## src/rtl/disp_ctrl.sv

```systemverilog
// disp_ctrl -- multiplexed digit display refresh and time-set controller.
//
// Purpose:
//   * Refresh: walks digit 0..NDIG-1 through an external shift register
//     (select via o_muxsel, load via o_srload, wait for i_srbusy to drop),
//     then strobes o_latch to transfer the completed frame to the display.
//   * Timebase: o_cnt_en pulses once every PRESCALE clocks.
//   * Time set: holding i_set steps a target field (0 = run mode,
//     k = field k-1) every HOLD_CYC clocks; each rising edge of i_up with a
//     field targeted produces a one-cycle one-hot strobe on o_set_en.
//
// Optional feature (macro DISP_CTRL_BLINK_EN):
//   The targeted field blinks. A blink phase toggles after every
//   BLINK_FRAMES o_latch pulses, and while the phase is 1 the digits of the
//   targeted field are replaced by the BLANK_SEL mux code. Without the macro
//   o_muxsel is always the digit index.
//
// Ports:
//   i_clk     in   1       clock, rising edge
//   i_rst     in   1       asynchronous active-high reset
//   o_muxsel  out  SEL_W   digit source select for the shift register
//   i_srbusy  in   1       shift register busy
//   o_srload  out  1       one-cycle shift register load strobe
//   o_latch   out  1       one-cycle frame latch strobe
//   o_cnt_en  out  1       one-cycle timekeeping enable
//   i_set     in   1       field-select button level
//   i_up      in   1       increment button level
//   o_set_en  out  FIELDS  one-hot per-field increment strobe
module disp_ctrl #(
  parameter int NDIG          = 6,
  parameter int DIG_PER_FIELD = 2,
  parameter int SEL_W         = 3,
  parameter int BLANK_SEL     = 6,
  parameter int PRESCALE      = 512,
  parameter int HOLD_CYC      = 512,
  parameter int BLINK_FRAMES  = 1,
  localparam int FIELDS       = NDIG / DIG_PER_FIELD
) (
  input  logic              i_clk,
  input  logic              i_rst,
  output logic [SEL_W-1:0]  o_muxsel,
  input  logic              i_srbusy,
  output logic              o_srload,
  output logic              o_latch,
  output logic              o_cnt_en,
  input  logic              i_set,
  input  logic              i_up,
  output logic [FIELDS-1:0] o_set_en
);

  localparam int PRE_W  = $clog2(PRESCALE);
  localparam int HOLD_W = $clog2(HOLD_CYC);
  localparam int DIG_W  = $clog2(NDIG + 1);
  localparam int TGT_W  = $clog2(FIELDS + 1);

  // Elaboration-time parameter sanity checks
  if (NDIG % DIG_PER_FIELD != 0) begin : g_chk_fields
    $error("disp_ctrl: NDIG must be a multiple of DIG_PER_FIELD");
  end
  if (NDIG >= (1 << SEL_W)) begin : g_chk_sel
    $error("disp_ctrl: NDIG must be below 2**SEL_W");
  end
  if (BLANK_SEL < NDIG || BLANK_SEL >= (1 << SEL_W)) begin : g_chk_blank
    $error("disp_ctrl: BLANK_SEL must lie in [NDIG, 2**SEL_W)");
  end
  if (PRESCALE < 2 || HOLD_CYC < 2 || BLINK_FRAMES < 1) begin : g_chk_counts
    $error("disp_ctrl: PRESCALE and HOLD_CYC must be >= 2, BLINK_FRAMES >= 1");
  end

  typedef enum logic [1:0] {
    S_WAIT,
    S_LOAD,
    S_GAP,
    S_LATCH
  } state_t;

  state_t             state_q, state_d;
  logic [DIG_W-1:0]   digit_q, digit_d;
  logic [PRE_W-1:0]   pre_q, pre_d;
  logic [HOLD_W-1:0]  hold_q, hold_d;
  logic [TGT_W-1:0]   tgt_q, tgt_d;
  logic               up_prev_q, up_prev_d;
  logic [FIELDS-1:0]  set_en_q, set_en_d;
  logic               up_rise;
  logic               blank;

  // Refresh FSM: next state and Moore strobes
  always_comb begin
    state_d  = state_q;
    digit_d  = digit_q;
    o_srload = 1'b0;
    o_latch  = 1'b0;
    unique case (state_q)
      S_WAIT: begin
        if (!i_srbusy) begin
          state_d = (digit_q == DIG_W'(NDIG)) ? S_LATCH : S_LOAD;
        end
      end
      S_LOAD: begin
        o_srload = 1'b1;
        digit_d  = digit_q + DIG_W'(1);
        state_d  = S_GAP;
      end
      // One idle cycle so the shift register can raise busy before WAIT samples it
      S_GAP: begin
        state_d = S_WAIT;
      end
      S_LATCH: begin
        o_latch = 1'b1;
        digit_d = '0;
        state_d = S_WAIT;
      end
      default: begin
        state_d = S_WAIT;
      end
    endcase
  end

  // Prescaler, hold counter, target field and increment strobe
  always_comb begin
    pre_d     = (pre_q == PRE_W'(PRESCALE - 1)) ? '0 : pre_q + PRE_W'(1);
    hold_d    = '0;
    tgt_d     = tgt_q;
    up_prev_d = i_up;
    if (i_set) begin
      if (hold_q == HOLD_W'(HOLD_CYC - 1)) begin
        hold_d = '0;
        tgt_d  = (tgt_q == TGT_W'(FIELDS)) ? '0 : tgt_q + TGT_W'(1);
      end else begin
        hold_d = hold_q + HOLD_W'(1);
      end
    end
    // Decoded from the current (pre-advance) target
    up_rise = i_up && !up_prev_q;
    for (int k = 0; k < FIELDS; k++) begin
      set_en_d[k] = up_rise && (int'(tgt_q) == k + 1);
    end
  end

  assign o_cnt_en = (pre_q == PRE_W'(PRESCALE - 1));
  assign o_set_en = set_en_q;

  always_ff @(posedge i_clk or posedge i_rst) begin
    if (i_rst) begin
      state_q   <= S_WAIT;
      digit_q   <= '0;
      pre_q     <= '0;
      hold_q    <= '0;
      tgt_q     <= '0;
      // Starts high so a button already held through reset is not an edge
      up_prev_q <= 1'b1;
      set_en_q  <= '0;
    end else begin
      state_q   <= state_d;
      digit_q   <= digit_d;
      pre_q     <= pre_d;
      hold_q    <= hold_d;
      tgt_q     <= tgt_d;
      up_prev_q <= up_prev_d;
      set_en_q  <= set_en_d;
    end
  end

`ifdef DISP_CTRL_BLINK_EN
  localparam int FRM_W = (BLINK_FRAMES > 1) ? $clog2(BLINK_FRAMES) : 1;

  logic             phase_q, phase_d;
  logic [FRM_W-1:0] frm_q, frm_d;

  always_comb begin
    phase_d = phase_q;
    frm_d   = frm_q;
    if (o_latch) begin
      if (frm_q == FRM_W'(BLINK_FRAMES - 1)) begin
        frm_d   = '0;
        phase_d = ~phase_q;
      end else begin
        frm_d = frm_q + FRM_W'(1);
      end
    end
  end

  always_ff @(posedge i_clk or posedge i_rst) begin
    if (i_rst) begin
      phase_q <= 1'b0;
      frm_q   <= '0;
    end else begin
      phase_q <= phase_d;
      frm_q   <= frm_d;
    end
  end

  // Blank only the digits belonging to the field being set
  assign blank = (tgt_q != '0) && phase_q &&
                 ((int'(digit_q) / DIG_PER_FIELD) == (int'(tgt_q) - 1));
`else
  assign blank = 1'b0;
`endif

  assign o_muxsel = blank ? SEL_W'(BLANK_SEL) : SEL_W'(digit_q);

endmodule
```

## config.mk

```make
export PLATFORM = sky130hd
export DESIGN_NAME = disp_ctrl
export DESIGN_NICKNAME = d
export VERILOG_FILES = /design/src/rtl/disp_ctrl.sv
export SDC_FILE = /design/constraint.sdc
export NUM_CORES = 1
export LEC_CHECK = 0
export BUFFER_PORTS_ARGS = -buffer_cell sky130_fd_sc_hd__buf_2
export CORE_MARGIN = 10
export CORE_UTILIZATION = 45
export DETAILED_ROUTE_END_ITERATION = 6
export PLACE_DENSITY = 0.65
export SKIP_CTS_REPAIR_TIMING = 1
export SLEW_MARGIN = 20
export SYNTH_ARGS = -nofsm -noshare
export SYNTH_HDL_FRONTEND = slang
export SYNTH_SLANG_ARGS = --single-unit
```

## constraint.sdc

```tcl
create_clock -name i_clk -period 2 [get_ports i_clk]
set_input_delay 0.3 -clock i_clk [delete_from_list [all_inputs] [get_ports i_clk]]
set_output_delay 0.3 -clock i_clk [all_outputs]
set_load 0.02 [all_outputs]
```

==> out/results.tsv, run 1 <==
stage	metric	value	unit
setup_path	Worst Setup End Kind	primary output	
floorplan	Initial Utilization	47.41	%
setup_path	CP required	1.70	ns
clock_network	CTS max path bufs	2	
global_route	vias in the first global route	920	
sta	clk_skew	0.01344	ns
floorplan	full die area	5496	um^2
sta	FMAX	0.5295	GHz
synthesis	Syn Nets	138	
place	port bufs	13	
floorplan	I/O pins	14	
global_route	gr ovfl total	0	
power_and_ir_drop	Power, Total	0.001250	W
synthesis	Yosys cell types	24	
routing	Routed Antenna Nets	0	
routing	drt pass-1 iters	4	
routing	Total Routed Length	2202	um
cells_and_area	Antenna Cells	0	
setup_path	worst-path fanout max	4	
floorplan	core area	2781	um^2
routing	vias per inst	5.130	
routing	1st-iter DRT viols	45	
floorplan	Die X	74.14	um
global_route	global-route wire length before repair	3905	um
sta	final setup fails	0	
run	max_cap viols	0	
clock_network	total CTS buffers	5	
synthesis	Synth Area per Inst	10.72	um^2
floorplan	Die H	74.14	um
setup_path	WS Path Type	register to primary output	
global_route	initial antenna violation count	0	
hold_path	worst min path class	primary input to asynchronous set/reset pin	
sta	actual slew at the worst max-slew pin	0.3571	ns
place	pre-CTS setup slack	0.3060	ns
synthesis	Yosys reg bits	29	
routing	per-cell routed wire length	12.44	um
synthesis	post-synthesis compound-gate area fraction	6.072	%
routing	Vias	908	
clock_network	CTS Root Cell	clkbuf_4	
setup_path	Critical-path top delay cell	dfrtp_1	
power_and_ir_drop	Leakage Power	0.7413	nW
cells_and_area	area growth from synthesis to layout	14.14	%
place	gpl congestion	0.8575	
setup_path	Critical Path AT	1.59	ns
run_status	run status	finished clean	
global_route	largest net degree at the start of global routing	30	
sta	Final Max Slew Viols	0	
synthesis	Post-Synth XOR/XNOR Area	3.985	%
sta	Hold Fails Final Rpt	0	
clock_network	CTS tree	done	
setup_path	CP startpoint kind	register	
cells_and_area	Nets	160	
clock_network	insertion delay to the later sink of the worst-skew pair	0.32	ns
synthesis	post-synthesis simple-gate area fraction	19.83	%
power_and_ir_drop	PwrDens	830.6	nW/um^2
clock_network	# clock sinks	29	
synthesis	Mapped Area	1319	um^2
synthesis	yosys warns	0	
synthesis	largest family of logic cells by synthesized area	simple AND/OR/NAND/NOR gates	
floorplan	# rows	19	
setup_path	Worst path most repeated cell	ha_2	
synthesis	Cells after Synth	123	
routing	Residual DRC	0	
synthesis	adder-cell share of the synthesized area	9.488	%
sta	fin crit period	1.889	ns
synthesis	mux cell area share after synthesis	2.562	%
sta	setup ws final	0.1113	ns
sta	Slew headroom	76.19	%
setup_path	worst-path cell chain	ha_2 -> nand4_1 -> nor2_2 -> ha_2 -> buf_6	
setup_path	worst reg2reg setup slack	0.24	ns
power_and_ir_drop	peak supply drop	593.0	uV
clock_network	htree depth	2	
cells_and_area	share of cells above drive strength 1	21.92	%
global_route	GRT Overall Usage	9.347	%
sta	final worst-path cycle share	94.43	%
place	HPWL Detailed	1622	um
sta	worst hold slack	0.02413	ns
setup_path	Max stage delay on crit path	0.40	ns
clock_network	Worst-path clk slew	0.10	ns
synthesis	post-synthesis sequential area ratio	55.12	%
## flip-flops by register name (all words and copies together), names as in the netlist
register   count
hold_q         9
pre_q          9
o_muxsel       3
o_set_en       3
state_q        2
tgt_q          2
up_prev_q      1
## path summary, 6_finish.rpt
path | from | endpoint | depth (start not counted)
min in group i_clk | i_up | up_prev_q$_DFF_PP1_ | 1
hold reg to reg | hold_q[0]$_DFF_PP0_ | hold_q[0]$_DFF_PP0_ | 1
hold / removal | i_rst | pre_q[6]$_DFF_PP0_ | 3
setup / recovery | pre_q[1]$_DFF_PP0_ | o_cnt_en | 5
max in group asynchronous | i_rst | up_prev_q$_DFF_PP1_ | 3
setup reg to reg | pre_q[1]$_DFF_PP0_ | pre_q[6]$_DFF_PP0_ | 7
## cells in the mapped netlist, drive strengths merged
cell type,n,area [um^2]
nor3,3,15.01
nand2b,1,6.260
xnor2,3,26.28
a21oi,5,25.02
xor2,3,26.28
nor2,14,52.55
mux2,3,33.78
dfrtp,28,700.7
a31oi,1,6.260
or3,5,31.28
a21o,1,7.510
o22ai,1,6.260
nor2b,5,31.28
ha,10,125.1
nand2,6,22.52
inv,9,33.78
o21ai,7,35.03
buf,1,5.000
dfstp,1,26.28
and2,6,37.54
nand4,3,25.02
nand3,7,40.04
## cell families (layout without fill, tap and decap cells)
group | count (synthesis) | after routing
AND/OR/NAND/NOR | 50 | 50
flip-flops | 29 | 29
multiplexers | 3 | 3
AO/OA/AOI/OAI | 15 | 15
adder cells (fa/ha/maj) | 10 | 10
XOR/XNOR | 6 | 6
buffers and inverters | 10 | 33
## placed cells by master, fill, tap and decap left out
cell,n
xor2_1,3
nor2_1,13
ha_2,2
nand4_1,2
nand4_2,1
nand2b_1,1
o21ai_0,7
and2_1,6
clkbuf_4,5
dfrtp_1,28
or3_1,5
inv_1,9
nand3_1,6
o22ai_1,1
a21o_1,1
buf_6,1
nand3_2,1
buf_2,12
nor3_1,3
buf_4,3
nor2b_1,5
a21oi_1,5
nor2_2,1
dfstp_2,1
mux2_2,3
xnor2_1,3
clkinv_2,2
a31oi_1,1
ha_1,8
nand2_1,6
clkbuf_1,1
## layout make-up
cell class | count | area (um^2)
Clock buffer | 6 | 41.29
Clock inverter | 2 | 10.01
Fill cell | 243 | 1276
Inverter | 9 | 33.78
Multi-Input combinational cell | 84 | 560.5
Sequential cell | 29 | 726.9
Tap cell | 31 | 38.79
Timing Repair Buffer | 16 | 93.84
## power by group
part           switching [W]  internal (W)  total (W)
logic               0.000128     0.0000966   0.000225
clock network       0.000193      0.000134   0.000326
registers          0.0000642      0.000635   0.000699
## per-stage QoR
| step | setup TNS, ns | util, % | cell area [um^2] | instances |
|---|---|---|---|---|
| 4_1_cts | 0 | 53.08 | 1476 | 175 |
| 6_report | 0 | 54.12 | 1505 | 177 |
| 5_1_grt | -0.04460 | 54.12 | 1505 | 177 |
| 2_1_floorplan | 0 | - | 1319 | 123 |
| 3_5_place_dp | 0 | 51.24 | 1425 | 167 |
| 3_3_place_gp | 0 | 51.24 | 1425 | 167 |
## critical path: cells and delay by family, from the launching register on
kind	cells	cell delay (ns)
AND/OR/NAND/NOR	2	0.30
flip-flops	1	0.40
adder cells (fa/ha/maj)	2	0.44
buffers and inverters	1	0.12
## layer usage
metal,up-vias,share of wire [%],track usage [%]
met5,-,0,0
met4,0,1.0,3.727
met3,2,4.6,4.787
met2,17,52,14.87
met1,434,43,10.40
li1,455,-,-
No activity file was read; power rests on OpenSTA's default activity.
==> run 2, diff against run 1 <==
Settings changed: ABC_AREA set to 1.
==> run 2 against run 1 <==
Critical path depth up 2; largest cell class unchanged; critical endpoint unchanged; fmax decreased by 4.2%; clock-buffer cell count grew 1; sequential cell count unchanged; clock power about the same; worst setup slack got worse by 0.083 ns; non-clock buffer count rose by 3; cell area grew 4.7%; routed wire length grew 10%; cell count grew 20%; via count rose by 14%; largest power group unchanged.
==> out/results.tsv, run 2 <==
stage	metric	value	unit	change
routing	Routed Antenna Nets	0		unchanged
routing	per-cell routed wire length	11.38	um	-8.5%
routing	1st-iter DRT viols	37		-18%
synthesis	Synth area leader	dfrtp_1		
run	max_cap viols	0		unchanged
sta	Slew headroom	76.37	%	+0.18 points
sta	setup TNS	0	ns	unchanged
routing	drt pass-1 iters	5		+1
sta	fin crit period	1.971	ns	+0.08275 ns
setup_path	CP startpoint kind	register		
power_and_ir_drop	Switching Power	0.0003816	W	-0.96%
global_route	GRT Overall Usage	9.455	%	+0.11 points
sta	setup ws final	0.02860	ns	-0.08275 ns
run_status	run status	finished clean		
setup_path	Worst Setup End Kind	primary output		
place	pre-CTS setup slack	0.2674	ns	-0.03854 ns
floorplan	core area	2805	um^2	+0.85%
power_and_ir_drop	Seq pwr share	55.6	%	-0.3 points
cells_and_area	fillcell total	259		+6.6%
setup_path	Critical R2R Launch	hold_q[0]$_DFF_PP0_		
synthesis	Syn Nets	170		+23%
floorplan	Die H	74.85	um	+0.96%
place	gpl congestion	0.7811		-8.9%
synthesis	top_reg_cell synth	dfrtp_1		
power_and_ir_drop	Gate power share	17.9	%	about the same
hold_path	worst min path class	primary input to asynchronous set/reset pin		
global_route	gr ovfl total	0		unchanged
sta	RSZ-0062 raised after global routing	true		
routing	Residual DRC	0		unchanged
synthesis	post-synthesis sequential area ratio	53.70	%	-1.4 points
setup_path	worst-path fanout max	4		unchanged
cells_and_area	Layout Cells excl Fill	213		+20%
power_and_ir_drop	peak supply drop	426.5	uV	-28%
cells_and_area	Nets	196		+23%
sta	final worst-path cycle share	98.57	%	+4.1 points
sta	Final Max Slew Viols	0		unchanged
synthesis	async set-or-reset flop fraction in the synthesized netlist	100.0	%	unchanged
setup_path	R2R Path End	tgt_q[0]$_DFFE_PP0P_		
global_route	initial antenna violation count	0		unchanged
place	placed insts	200		+20%
power_and_ir_drop	Leakage Power	0.8570	nW	+16%
sta	actual slew at the worst max-slew pin	0.3544	ns	-0.002709 ns
place	port bufs	13		unchanged
cells_and_area	area growth from synthesis to layout	16.45	%	
clock_network	# clock sinks	29		unchanged
synthesis	Cells after Synth	155		+26%
setup_path	CP Launch Point	pre_q[0]$_DFF_PP0_		
floorplan	Die X	74.85	um	+0.96%
clock_network	CTS max path bufs	2		unchanged
synthesis	number of synthesized flops with an enable pin	0		unchanged
sta	Hold Fails Final Rpt	0		unchanged
clock_network	CTS tree	done		
global_route	vias in the first global route	1030		+12%
place	HPWL Detailed	1801	um	+11%
synthesis	Synth Area per Inst	8.734	um^2	-19%
floorplan	full die area	5603	um^2	+1.9%
global_route	global-route wire length before repair	4091	um	+4.8%
routing	Vias	1038		+14%
sta	FMAX	0.5073	GHz	-4.2%
synthesis	yosys warns	0		unchanged
synthesis	ranking of synthesized cells by area	dfrtp_1, ha_1, nor2_1		
floorplan	# rows	19		unchanged
cells_and_area	most common cell after layout, fill and taps aside	dfrtp_1		
setup_path	worst reg2reg path depth	9		+2
sta	final setup fails	0		unchanged
setup_path	worst reg2reg setup slack	0.31	ns	+0.07 ns
power_and_ir_drop	Clk network pwr share	26.5	%	+0.4 points
sta	worst hold slack	0.02892	ns	+0.004795 ns
synthesis	Post-synth top cells	dfrtp_1, nor2_1, nand2_1, inv_1, a21oi_1		
power_and_ir_drop	P_int	0.0008517	W	-1.5%
clock_network	CTS Root Cell	clkbuf_4		
cells_and_area	most frequent cells in the layout	dfrtp_1, nor2_1, inv_1, nand2_1		
routing	Total Routed Length	2425	um	+10%
power_and_ir_drop	Switching Fraction	30.94	%	+0.12 points
clock_network	Worst-path clk slew	0.09	ns	about the same
cells_and_area	largest registers	hold_q: 9 flops, pre_q: 9 flops		
synthesis	area share of the largest cell type after synthesis	51.76	%	-1.4 points
cells_and_area	Antenna Cells	0		unchanged
floorplan	I/O pins	14		unchanged
sta	clk_skew	0.01309	ns	-0.0003478 ns
setup_path	Setup crit end	o_cnt_en		
synthesis	Mapped Area	1354	um^2	+2.7%
synthesis	Yosys cell types	16		-33%
clock_network	total CTS buffers	5		unchanged
setup_path	CP required	1.70	ns	about the same
routing	vias per inst	4.873		-5.0%
floorplan	Initial Utilization	48.26	%	+0.85 points
cells_and_area	share of cells above drive strength 1	21.43	%	-0.49 points
power_and_ir_drop	PwrDens	782.3	nW/um^2	-5.8%
clock_network	insertion delay to the later sink of the worst-skew pair	0.33	ns	about the same
setup_path	Critical Path AT	1.67	ns	+0.08 ns
global_route	largest net degree at the start of global routing	30		unchanged
setup_path	WS Path Type	register to primary output		
synthesis	Yosys reg bits	29		unchanged
clock_network	htree depth	2		unchanged
==> run 2: changes by cell type after synthesis, moves of 5 or more <==
| cell | previous run | this run |
|---|---|---|
| nor2_1 | 14 | 28 |
| and2_1 | 6 | 1 |
| or3_1 | 5 | 0 |
| a21oi_1 | 5 | 12 |
| inv_1 | 9 | 25 |
| nand2_1 | 6 | 27 |
| nor2b_1 | 5 | 0 |
==> run 2: how the worst min path moves through the flow <==
stage	slack (ns)	endpoint	start	cells after the start
finish	0.03	o_muxsel[0]$_DFFE_PP0P_	i_rst	3
global route	0.04	hold_q[5]$_DFF_PP0_	i_rst	3
CTS	0.03	o_muxsel[0]$_DFFE_PP0P_	i_rst	3
detailed placement	0.40	o_set_en[2]$_DFF_PP0_	i_rst	3
global placement	0.38	o_set_en[1]$_DFF_PP0_	i_rst	3
floorplan	0.30	up_prev_q$_DFF_PP1_	i_up	0
==> run 2: through the flow <==
stage	area, um^2	total power [W]	utilization, %
after global placement	1465	0.0009131	52.23
after global routing	1577	0.001319	56.20
after floorplan	1354	0.0008431	-
final	1577	0.001233	56.20
after CTS	1515	0.001259	54.01
after detailed placement	1465	0.0009260	52.23
==> run 2: cell type report <==
type | instances | area (um^2) | share of cell area [%]
Multi-Input combinational cell | 100 | 546.8 | 34.68
Inverter | 26 | 97.59 | 6.190
Clock buffer | 7 | 45.04 | 2.857
Clock inverter | 1 | 5.005 | 0.3175
Timing Repair Buffer | 19 | 116.4 | 7.381
Tap cell | 31 | 38.79 | 2.460
Sequential cell | 29 | 726.9 | 46.11
==> run 2: critical path: stages (launching register included) <==
cell and delay (ns):
dfrtp_1 0.40, ha_2 0.22, nand2_2 0.08, nor2_4 0.12, nand2_2 0.07, nor2_2 0.13
ha_2 0.21, buf_6 0.12
==> run 2: cells by family (layout without fill, tap and decap cells) <==
| family | count (synthesis) | after routing | synth area share (%) |
|---|---|---|---|
| AO/OA/AOI/OAI | 22 | 22 | 8.688 |
| adder cells (fa/ha/maj) | 10 | 10 | 9.242 |
| buffers and inverters | 26 | 53 | 7.209 |
| flip-flops | 29 | 29 | 53.70 |
| AND/OR/NAND/NOR | 68 | 68 | 21.16 |
==> run 2: power groups by stage <==
stage | combinational (W) | sequential, W | clock (W)
6_report | 0.000221 | 0.000685 | 0.000327
5_1_grt | 0.000251 | 0.000692 | 0.000376
4_1_cts | 0.000229 | 0.000686 | 0.000344
3_5_place_dp | 0.000228 | 0.000698 | 0
3_3_place_gp | 0.000220 | 0.000693 | 0
2_1_floorplan | 0.000122 | 0.000721 | 0
==> run 2: layer usage <==
layer  share of wire, %  vias up  GRT usage [%]
li1                   -      535              -
met1                 41      490          9.412
met2                 54        9          16.67
met3                4.2        4          3.679
met4                1.2        0          5.042
met5                  0        -              0
